## src/rtl/mac_block_param.sv

```systemverilog
// Parametrised two-stage unsigned MAC: lane products are combined per mode, then either
// emitted directly or accumulated onto a group start value, with valid/ready flow control.
module mac_block_param #(
   parameter int unsigned MIN_WIDTH = 8,
   parameter int unsigned LANES     = 4,
   parameter int unsigned ACC_WIDTH = 48
) (
   input  logic                       clk,
   input  logic                       rst,
   input  logic                       in_valid,
   output logic                       in_ready,
   input  logic [LANES*MIN_WIDTH-1:0] a,
   input  logic [MIN_WIDTH-1:0]       b,
   input  logic [1:0]                 mode,
   input  logic                       acc_en,
   input  logic                       acc_first,
   input  logic                       acc_last,
   input  logic [ACC_WIDTH-1:0]       init_val,
   output logic                       out_valid,
   input  logic                       out_ready,
   output logic [ACC_WIDTH-1:0]       c,
   output logic                       ovf
);

   localparam int unsigned PW = 2 * MIN_WIDTH;

   logic                 adv;
   logic [ACC_WIDTH-1:0] term [LANES];
   int unsigned          need;
   logic [ACC_WIDTH-1:0] sum;

   // Stage 1 registers
   logic                 s1_valid;
   logic [ACC_WIDTH-1:0] s1_sum;
   logic                 s1_acc_en;
   logic                 s1_first;
   logic                 s1_last;
   logic [ACC_WIDTH-1:0] s1_init;

   // Stage 2 accumulator state
   logic [ACC_WIDTH-1:0] acc_q;
   logic                 sticky_q;
   logic [ACC_WIDTH-1:0] acc_base;
   logic [ACC_WIDTH-1:0] acc_sum;
   logic                 carry;
   logic                 sticky_next;

   assign adv      = !out_valid || out_ready;
   assign in_ready = adv && !rst;

   // Products are truncated to ACC_WIDTH before shifting; the sum is taken modulo 2^ACC_WIDTH
   // anyway, so dropping high bits early gives the same result.
   for (genvar i = 0; i < LANES; i++) begin : g_lane
      logic [PW-1:0] prod;
      assign prod    = PW'(a[i*MIN_WIDTH +: MIN_WIDTH]) * PW'(b);
      assign term[i] = ACC_WIDTH'(prod) << (i * MIN_WIDTH);
   end

   always_comb begin
      need = 0;
      case (mode)
         2'd0:    need = 1;
         2'd1:    need = 2;
         2'd2:    need = 4;
         default: need = 0;
      endcase
      sum = '0;
      // Reserved mode or a mode wider than the instantiated lanes yields zero.
      if (need != 0 && need <= LANES) begin
         for (int unsigned i = 0; i < LANES; i++) begin
            if (i < need) begin
               sum = sum + term[i];
            end
         end
      end
   end

   always_comb begin
      acc_base         = s1_first ? s1_init : acc_q;
      {carry, acc_sum} = {1'b0, acc_base} + {1'b0, s1_sum};
      sticky_next      = (s1_first ? 1'b0 : sticky_q) | carry;
   end

   always_ff @(posedge clk) begin
      if (rst) begin
         s1_valid  <= 1'b0;
         s1_sum    <= '0;
         s1_acc_en <= 1'b0;
         s1_first  <= 1'b0;
         s1_last   <= 1'b0;
         s1_init   <= '0;
         acc_q     <= '0;
         sticky_q  <= 1'b0;
         c         <= '0;
         ovf       <= 1'b0;
         out_valid <= 1'b0;
      end else if (adv) begin
         s1_valid <= in_valid;
         if (in_valid) begin
            s1_sum    <= sum;
            s1_acc_en <= acc_en;
            s1_first  <= acc_first;
            s1_last   <= acc_last;
            s1_init   <= init_val;
         end
         // Either the slot was empty or its result is being consumed on this edge.
         out_valid <= 1'b0;
         if (s1_valid) begin
            if (!s1_acc_en) begin
               c         <= s1_sum;
               ovf       <= 1'b0;
               out_valid <= 1'b1;
            end else begin
               acc_q    <= acc_sum;
               sticky_q <= sticky_next;
               if (s1_last) begin
                  c         <= acc_sum;
                  ovf       <= sticky_next;
                  out_valid <= 1'b1;
               end
            end
         end
      end
   end

endmodule

```

## config.mk

```make
export PLATFORM = sky130hd
export DESIGN_NAME = mac_block_param
export DESIGN_NICKNAME = d
export VERILOG_FILES = /design/src/rtl/mac_block_param.sv
export SDC_FILE = /design/constraint.sdc
export NUM_CORES = 1
export LEC_CHECK = 0
export CAP_MARGIN = 20
export CELL_PAD_IN_SITES_DETAIL_PLACEMENT = 1
export CELL_PAD_IN_SITES_GLOBAL_PLACEMENT = 1
export CORE_MARGIN = 1.5
export CORE_UTILIZATION = 50
export CTS_CLUSTER_DIAMETER = 60
export CTS_CLUSTER_SIZE = 28
export DETAILED_ROUTE_END_ITERATION = 10
export DONT_BUFFER_PORTS = 1
export PLACE_DENSITY = 0.88
export SLEW_MARGIN = 10
export SYNTH_ARGS = -nofsm -noshare
export SYNTH_HDL_FRONTEND = slang
export SYNTH_SLANG_ARGS = --single-unit
```

## constraint.sdc

```tcl
create_clock -name clk -period 12.29 [get_ports clk]
set_input_delay 2.458 -clock clk [delete_from_list [all_inputs] [get_ports clk]]
set_output_delay 2.458 -clock clk [all_outputs]
set_load 0.01 [all_outputs]
```

==> results.yml <==
cts:
  path_clk_slew_ns: 0.07
  cts_tree: "built"
  clockRootBuffer: "clkbuf_16"
  hold_buffers: 0
  h-tree-depth: 4
  clkSinkCount: 192
  cts.path.max_buffers: 2
  cts_setup_buffers: 0
  cts_resized: 0
  clkLatencyLatePin_ns: 0.45
  cts_buffers: 17
logic_synthesis:
  yosys.area.top_type: "dfxtp_1"
  postSynthCellCount: 2451
  yosysUniqueCellTypes: 82
  synth_area_mm2: 0.01993
  synth-warning-count: 0
  ys.flop_type: "dfxtp_1"
  seq_area_frac_synth_pct: 19.28
  synth_top_cell_area_share_pct: 19.28
  syn-num-nets: 2911
  yosys-top-cells-area: "dfxtp_1 (19%), fa_1 (15%), ha_1 (13%)"
  ys_seq_elements: 192
  ys_async_sr_fraction_pct: 0
  syn_avg_cell_area_um2: 8.133
  synth_edf_count: 0
layout:
  layout-drive-gt1-share_pct: 4.956
  diodes: 0
  finalCoreUtilization_pct: 53.55
  final_common_cell: "nand2_1"
  nets: 2828
  syn_to_final_growth_pct: 4.789
  final_cell_mix: "nand2_1 (378), inv_1 (221), ha_1 (215)"
die:
  io_pins: 148
  dieArea_mm2: 0.04108
  die_h_um: 202.7
  die_x_um: 202.7
  coreArea_mm2: 0.03901
  start_util_pct: 51.10
  rows: 72
sta:
  slew_viol_final: 0
  max_freq_ghz: 0.08600
  setup_viol: 0
  relSlewSlack_pct: 40.08
  fin_crit_sh_pct: 94.61
  finalSetupTns_ns: 0
  final-hold-violation-count: 0
  rsz0062_at_grt: "false"
  worst_slew_pin_slew_ns: 0.8919
  period_needed_ns: 11.63
  skew_ns: 0.008887
detailed_routing:
  post_drt_via_cell_ratio: 5.971
  drcViolationCount: 0
  ant_nets: 0
  dr.first_iter.drc_count: 856
  wl_mm: 59.61
  dr.pass1.iters: 5
  wire_per_inst_um: 20.56
  vias: 17310
setup_path:
  arrival_ns: 11.96
  crit_end: "s1_sum[39]"
  max_stage_delay_ns: 0.56
  crit_path_end_kind: "flop"
  worstPathRequired_ns: 12.62
  reg2reg_from: "s1_first"
  cp-startpoint: "b[4]"
  ff2ff_setup_slack_ns: 7.84
  r2r-end: "c[22]"
  crit_fanout: 32
  slowest_stage: "fa_1"
  crit_type: "input port to flop"
  reg2reg_depth: 14
  cp-start-kind: "input port"
  crit_top_cell: "fa_1"
pwr:
  power.leakage_uw: 0.009596
  clockPowerShare_pct: 17.1
  p_seq_share_pct: 21.2
  total_power_uw: 3475
  p_sw_uw: 1605
  power_frac_comb_pct: 61.7
  p_sw_share_pct: 46.18
  ir_drop_mv: 0.1097
  power.density_mw_per_mm2: 166.4
  p_int_uw: 1870
placed_design:
  routabilityCongestion: 0.8984
  dp_hpwl_mm: 45.72
  numPortBuffers: 0
hold_path:
  whs_path_depth: 2
  hold_start: "acc_q[2]"
  hold_class: "flop to flop"
job:
  cap_violations: 0
global_routing:
  overflow: 0
  grt_max_degree: 143
  grt_pass1_vias: 18669
  grt_pass1_wl_mm: 96.96
  antenna_found_initial: 0
  track_usage_pct: 29.11
status:
  status: "completed"
-- power by group through the flow --
stage	sequential, uW	combinational (uW)	clock [uW]
after floorplan	720	1610	0
after global placement	745	1940	0
after detailed placement	749	2090	0
after CTS	735	2120	600
after global routing	741	2390	622
final	737	2140	594
-- stage by stage --
step	instances	area [um^2]	hold WS (ns)	setup slack (ns)
floorplan	2451	19930	0.4312	0.9203
global placement	2867	20250	0.4335	0.5708
detailed placement	2867	20250	0.4423	-0.1847
CTS	2899	20870	0.4522	0.2941
global route	2899	20890	0.4686	0.01282
finish	2899	20890	0.4532	0.6623
-- state kept, by name, summed over array words and instances, names as in the netlist --
signal,cells
acc_q,48
s1_sum,41
s1_valid,1
out_valid,1
c,48
s1_last,1
s1_acc_en,1
s1_init,48
sticky_q,1
ovf,1
s1_first,1
-- logic make-up (layout without fill, tap and decap cells) --
| group | Yosys count | count (layout) | share of synthesized area, % |
|---|---|---|---|
| AO/OA/AOI/OAI | 535 | 535 | 17.03 |
| XOR/XNOR | 127 | 127 | 5.580 |
| adder cells (fa/ha/maj) | 363 | 363 | 28.36 |
| buffers and inverters | 336 | 266 | 6.365 |
| flip-flops | 192 | 192 | 19.28 |
| multiplexers | 71 | 71 | 3.829 |
| AND/OR/NAND/NOR | 827 | 827 | 19.56 |
-- routing by layer --
metal	global-route usage, %	wire [um]	up-vias
met4	8.862	1398	0
met1	36.31	25860	8694
met2	52.40	30060	413
met5	0	0	-
li1	-	-	8097
met3	3.339	2281	106
-- worst min path at each step --
stage,to
2_1_floorplan,s1_last
3_3_place_gp,acc_q[21]
3_5_place_dp,acc_q[34]
4_1_cts,acc_q[34]
5_1_grt,s1_init[0]
6_report,acc_q[2]
-- area by class of cell --
cell class | instances | area (um^2)
Fill cell | 4763 | 18120
Multi-Input combinational cell | 1923 | 14850
Sequential cell | 192 | 3846
Inverter | 222 | 833.3
Tap cell | 518 | 648.1
Clock buffer | 18 | 429.2
Clock inverter | 14 | 187.7
Timing Repair Buffer | 12 | 90.09
-- cells in the mapped netlist (61+ instances only) --
master	instances
fa_1	148
nand2_1	379
and2_1	153
o21ai_0	82
nor2_1	117
xor2_1	61
ha_1	215
xnor2_1	66
dfxtp_1	192
inv_1	221
a21oi_1	205
clkbuf_1	89
-- critical path: cells and delay by family --
family,cells,cell delay [ns]
multiplexers,1,0.26
AO/OA/AOI/OAI,16,3.24
buffers and inverters,3,0.18
AND/OR/NAND/NOR,9,1.59
adder cells (fa/ha/maj),9,3.53
XOR/XNOR,4,0.68
Power figures use the tool's default switching activity.
